$ cat src/rtl/icache_pkg.sv
// rtl/icache_pkg.sv - shared state encoding, default geometry and address helpers for icache_dm
package icache_pkg;

  // Default cache geometry; icache_dm takes these as parameter defaults.
  localparam int DEF_ADDR_W = 32;
  localparam int DEF_LINES  = 16;
  localparam int DEF_WORDS  = 4;

  // Address field widths for the default geometry.
  localparam int OFF   = $clog2(DEF_WORDS);
  localparam int IDX   = $clog2(DEF_LINES);
  localparam int TAG_W = DEF_ADDR_W - OFF - IDX - 2;

  typedef enum logic {
    IDLE   = 1'b0,
    REFILL = 1'b1
  } cacheState_t;

  // Word-within-line select of a byte address.
  function automatic logic [OFF-1:0] pcWord(input logic [DEF_ADDR_W-1:0] pc);
    return OFF'(pc >> 2);
  endfunction

  // Line index of a byte address.
  function automatic logic [IDX-1:0] pcIndex(input logic [DEF_ADDR_W-1:0] pc);
    return IDX'(pc >> (OFF + 2));
  endfunction

  // Tag of a byte address.
  function automatic logic [TAG_W-1:0] pcTag(input logic [DEF_ADDR_W-1:0] pc);
    return TAG_W'(pc >> (OFF + IDX + 2));
  endfunction

endpackage

$ cat src/rtl/icache_data_array.sv
// rtl/icache_data_array.sv - instruction data and tag storage, async read, sync write
module icache_data_array #(
  parameter int LINES = 16,
  parameter int WORDS = 4,
  parameter int TAG_W = 26
) (
  input  logic                     clk,
  input  logic [$clog2(LINES)-1:0] rdIndex,
  input  logic [$clog2(WORDS)-1:0] rdWord,
  output logic [31:0]              rdData,
  output logic [TAG_W-1:0]         rdTag,
  input  logic                     we,
  input  logic [$clog2(LINES)-1:0] wrIndex,
  input  logic [$clog2(WORDS)-1:0] wrWord,
  input  logic [31:0]              wdata,
  input  logic                     tagWe,
  input  logic [TAG_W-1:0]         wrTag
);

  // Storage is never reset; the valid bits in the parent make stale contents harmless.
  logic [31:0]      dataMem [LINES][WORDS];
  logic [TAG_W-1:0] tagMem  [LINES];

  assign rdData = dataMem[rdIndex][rdWord];
  assign rdTag  = tagMem[rdIndex];

  // Refill writes: one data word per transfer, tag on the final word.
  always_ff @(posedge clk) begin
    if (we) begin
      dataMem[wrIndex][wrWord] <= wdata;
    end
    if (tagWe) begin
      tagMem[wrIndex] <= wrTag;
    end
  end

endmodule

$ cat src/rtl/icache_dm.sv
// rtl/icache_dm.sv - direct-mapped read-only instruction cache with line refill FSM
module icache_dm
  import icache_pkg::*;
#(
  parameter int ADDR_W = DEF_ADDR_W,
  parameter int LINES  = DEF_LINES,
  parameter int WORDS  = DEF_WORDS
) (
  input  logic              clk,
  input  logic              rst,
  input  logic [ADDR_W-1:0] pc_i,
  input  logic              req_i,
  input  logic              flush_i,
  output logic [31:0]       instr_o,
  output logic              stall_o,
  output logic              mem_req_o,
  output logic [ADDR_W-1:0] mem_addr_o,
  input  logic              mem_ack_i,
  input  logic [31:0]       mem_rdata_i
);

  localparam int wordBits = $clog2(WORDS);
  localparam int idxBits  = $clog2(LINES);
  localparam int tagBits  = ADDR_W - wordBits - idxBits - 2;
  localparam logic [wordBits-1:0] lastWord = wordBits'(WORDS - 1);

  cacheState_t state, stateNext;

  logic [wordBits-1:0] pcWordSel;
  logic [idxBits-1:0]  pcIdx;
  logic [tagBits-1:0]  pcTagVal;
  logic [tagBits-1:0]  lineTag;
  logic [tagBits-1:0]  baseTag;
  logic [idxBits-1:0]  baseIndex;
  logic [wordBits-1:0] cnt;
  logic [LINES-1:0]    valid;
  logic                hit;
  logic                missStart;
  logic                xfer;
  logic                lastXfer;

  // Byte-offset bits fall off in the shifts; the fetch stage only issues aligned PCs.
  assign pcWordSel = wordBits'(pc_i >> 2);
  assign pcIdx     = idxBits'(pc_i >> (wordBits + 2));
  assign pcTagVal  = tagBits'(pc_i >> (wordBits + idxBits + 2));

  assign hit      = valid[pcIdx] && (lineTag == pcTagVal);
  assign xfer     = mem_req_o && mem_ack_i;
  assign lastXfer = xfer && (cnt == lastWord);
  assign stall_o  = req_i && ((state != IDLE) || !hit);

  // Refill writes are steered by the latched base so PC changes mid-refill are harmless.
  icache_data_array #(
    .LINES (LINES),
    .WORDS (WORDS),
    .TAG_W (tagBits)
  ) u_dataArray (
    .clk     (clk),
    .rdIndex (pcIdx),
    .rdWord  (pcWordSel),
    .rdData  (instr_o),
    .rdTag   (lineTag),
    .we      (xfer),
    .wrIndex (baseIndex),
    .wrWord  (cnt),
    .wdata   (mem_rdata_i),
    .tagWe   (lastXfer),
    .wrTag   (baseTag)
  );

  // State register; reset abandons any refill in flight.
  always_ff @(posedge clk or negedge rst) begin
    if (!rst) begin
      state <= IDLE;
    end else begin
      state <= stateNext;
    end
  end

  // Next-state and memory-request decode.
  always_comb begin
    stateNext  = state;
    mem_req_o  = 1'b0;
    mem_addr_o = '0;
    missStart  = 1'b0;
    case (state)
      IDLE: begin
        if (req_i && !hit) begin
          missStart = 1'b1;
          stateNext = REFILL;
        end
      end
      REFILL: begin
        mem_req_o  = 1'b1;
        mem_addr_o = {baseTag, baseIndex, cnt, 2'b00};
        if (lastXfer) begin
          stateNext = IDLE;
        end
      end
      default: stateNext = IDLE;
    endcase
  end

  // Latch the missing line's base and step the word counter on each transfer.
  always_ff @(posedge clk or negedge rst) begin
    if (!rst) begin
      cnt       <= '0;
      baseTag   <= '0;
      baseIndex <= '0;
    end else if (missStart) begin
      baseTag   <= pcTagVal;
      baseIndex <= pcIdx;
      cnt       <= '0;
    end else if (xfer) begin
      cnt <= lastXfer ? '0 : cnt + 1'b1;
    end
  end

  // Valid bits: flush clears all, a completing refill wins for its own line.
  always_ff @(posedge clk or negedge rst) begin
    if (!rst) begin
      valid <= '0;
    end else begin
      if (flush_i) begin
        valid <= '0;
      end
      if (lastXfer) begin
        valid[baseIndex] <= 1'b1;
      end
    end
  end

endmodule

$ cat config.mk
export PLATFORM = sky130hd
export DESIGN_NAME = icache_dm
export DESIGN_NICKNAME = d
export VERILOG_FILES = /design/src/rtl/icache_pkg.sv /design/src/rtl/icache_data_array.sv /design/src/rtl/icache_dm.sv
export SDC_FILE = /design/constraint.sdc
export NUM_CORES = 2
export LEC_CHECK = 0
export CAP_MARGIN = 20
export CORE_ASPECT_RATIO = 0.6
export CORE_MARGIN = 2
export CORE_UTILIZATION = 45
export CTS_BUF_LIST = sky130_fd_sc_hd__clkbuf_8
export DETAILED_ROUTE_END_ITERATION = 10
export SYNTH_ARGS = -nofsm -noshare
export SYNTH_HDL_FRONTEND = slang
export SYNTH_SLANG_ARGS = --single-unit
$ cat constraint.sdc
create_clock -name clk -period 12 [get_ports clk]
set_input_delay 2.4 -clock clk [delete_from_list [all_inputs] [get_ports clk]]
set_output_delay 2.4 -clock clk [all_outputs]
set_load 0.01 [all_outputs]
==> impl_metrics.csv <==
group,metric,value,unit
cts,cts_setup_buffers,0,
worst_hold_path,hold_class,"reg2reg",
worst_setup_path,r2r_cells,6,
worst_setup_path,critPathKind,"in2out",
worst_setup_path,end_kind,"primary output",
yosys,synth_seq_area_share,0.780,
timing,relSlewSlack,0.0804,
timing,holdWs,542,ps
drt,wl,246000,um
global_routing,grt_usage,0.228,
global_routing,grt_pass1_wl,344000,um
worst_setup_path,critPathArrivalTime,6700,ps
yosys,syn-instance-count,3897,
global_routing,grt_pass1_vias,44200,
global_routing,antenna_found_initial,15,
power,p_int,13.5,mW
place,dp_hpwl,132000,um
die,ios,135,
finish,fill_cells,16200,
global_routing,grt.met2_usage,0.321,
global_routing,use_met1,0.362,
worst_setup_path,startpoint_type,"input port",
yosys,ys_warn_count,0,
yosys,synth_cell_types,48,
timing,grt_setup_unrepaired,"false",
worst_setup_path,critPathRequiredTime,9600,ps
place,routabilityCongestion,0.760,
drt,ant_nets,0,
finish,nets,4373,
die,die_x,598,um
cts,cts_tree,"yes",
yosys,synth-edff-count,2432,
drt,drc,0,
global_routing,grtUsageMet3,0.0517,
place,place_inst,6704,
power,seqPwrFrac,0.573,
timing,tightest_slew,1360,ps
timing,skew,43.4,ps
timing,period_share,0.758,
finish,drive_gt1_frac,0.315,
timing,setup_viol,0,
timing,finalHoldViolCount,0,
power,netSwitchingPower,4.40,mW
cts,cts_resized,0,
worst_setup_path,cp_max_fo,73,
global_routing,top_usage_layer,"met1",
die,die_area,0.215,mm2
power,power,17.9,mW
drt,routed_via_density,6.10,
power,swShare,0.245,
yosys,synth_area,0.0952,mm2
run_status,status,"finished clean",
global_routing,grt_max_degree,114,
yosys,syn_avg_cell_area,24.4,um2
power,pwr-share-clk,0.337,
place,io_buffers,130,
power,vdd_drop_max,0.0938,mV
finish,finalInstanceArea,0.107,mm2
power,leakage,33.4,nW
yosys,synth-async-reset-ratio,0.0190,
flow_run,maxCapViolations,0,
cts,path_clk_slew,70,ps
yosys,synth-main-ff-cell,"edfxtp_1",
power,powerDensity,168,mW/mm2
finish,final_cells,7342,
cts,clock_sinks,2479,
cts,htreeDepth,5,
cts,cts-root-buf,"clkbuf_8",
drt,dr.first_iter.drc_count,5930,
die,start_util,0.454,
finish,area_delta_synth_final,12.2,%
drt,drt-pass1-iter-count,5,
timing,fmax,110,MHz
cts,clock_latency,960,ps
yosys,ys_ff_latch,2479,
drt,vias,44800,
drt,wl_per_cell,33.5,um
die,core_area,0.210,mm2
worst_hold_path,hold_depth,2,
timing,fin_crit,9100,ps
cts,numCtsBuffers,349,
die,die_y,360,um
power,power_frac_comb,0.090,
cts,clk_path_buf_depth,4,
place,dpl_cell_area,0.100,mm2
cts,cts_hold_buf,0,
timing,report.final.slew_viol_count,0,
global_routing,grt-ovfl-total,0,
die,rows,130,
timing,setup-tns-final,0,ps
[power groups by stage]
stage	logic (mW)	clock network [mW]	registers [mW]
6_report	1.62	6.05	10.3
4_1_cts	1.62	6.16	10.3
5_1_grt	1.70	6.55	10.3
3_5_place_dp	1.61	0	10.5
2_1_floorplan	0.861	0	10.3
3_3_place_gp	1.60	0	10.4
[cells in the mapped netlist, types with 17 or more instances]
cell type,n,area share
buf_1,58,0.0023
xnor2_1,21,0.0019
nor2b_1,19,0.0012
mux2i_1,64,0.0067
dfrtp_1,47,0.012
mux2_4,27,0.0043
nand2_1,47,0.0019
mux2_2,18,0.0021
mux4_2,739,0.17
and2_1,32,0.0021
buf_2,70,0.0037
inv_1,21,0.00083
edfxtp_1,2432,0.77
clkbuf_1,57,0.0022
o21ai_0,17,0.00089
o22ai_1,25,0.0016
nor2_1,74,0.0029
[layer usage]
| layer | vias up | wire length (um) |
|---|---|---|
| met5 | - | 27 |
| met4 | 6 | 4200 |
| met3 | 323 | 22900 |
| met2 | 2194 | 108000 |
| met1 | 24600 | 111000 |
| li1 | 17600 | - |
[final timing paths]
path,start,endpoint,slack (ps)
worst min-delay path,valid[4],valid[4],540
worst max-delay path,pc_i[5],stall_o,2900
min in group asynchronous,rst,baseTag[21],1610
worst min register to register,valid[4],valid[4],540
max in group asynchronous,rst,baseTag[17],9820
worst max register to register,state,u_dataArray.tagMem[4][18],8180
[final cells by class]
| class | instances | area, um2 | share of cell area |
|---|---|---|---|
| clock inverter | 249 | 1130 | 0.0106 |
| timing repair buffer | 260 | 2500 | 0.0234 |
| tap | 2772 | 3470 | 0.0325 |
| inverter | 22 | 85.1 | 0.000797 |
| antenna | 8 | 20.0 | 0.000187 |
| multi-input combinational | 1188 | 20400 | 0.191 |
| clock buffer | 364 | 5010 | 0.0469 |
| sequential | 2479 | 74200 | 0.695 |
[worst max-delay path: stages]
cell and delay [ps]:
buf_8 560, buf_4 730, mux4_2 430, mux4_2 530, xor2_1 210, or4_1 620
nor4_2 320, nand3_1 130, o21a_1 190, clkdlybuf4s50_1 470
[through the flow]
step                utilization  worst slack [ps]
global route              0.509              2670
CTS                       0.507              2880
finish                    0.509              2900
floorplan                     -              4220
global placement          0.478              2850
detailed placement        0.478              2890
[sequential cells by signal, summed over array words and instances, names as in the netlist]
name                 count
baseTag                 24
cnt                      2
state                    1
valid                   16
u_dataArray.dataMem   2048
baseIndex                4
u_dataArray.tagMem     384
[cell usage in the layout (no fill, tap or decap), types with 46 or more instances in the layout]
cell / Yosys / final
buf_4: 14 / 104
clkbuf_8: 0 / 365
edfxtp_1: 2432 / 2432
clkinv_1: 0 / 81
dfrtp_1: 47 / 47
mux2i_1: 64 / 64
mux4_2: 739 / 739
inv_1: 21 / 140
nor2_4: 0 / 64
nand2_1: 47 / 46
clkdlybuf4s50_1: 0 / 91
[kinds of logic after synthesis]
family / Yosys count / share of synthesized area
flip-flops: 2479 / 0.780
multiplexers: 848 / 0.188
buffers and inverters: 231 / 0.0114
AND/OR/NAND/NOR: 203 / 0.0102
AO/OA/AOI/OAI: 96 / 0.00677
XOR/XNOR: 35 / 0.00322
adder cells (fa/ha/maj): 4 / 0.000526
other: 1 / 0.0000394
Note: power is estimated with default switching activity, not from simulation.
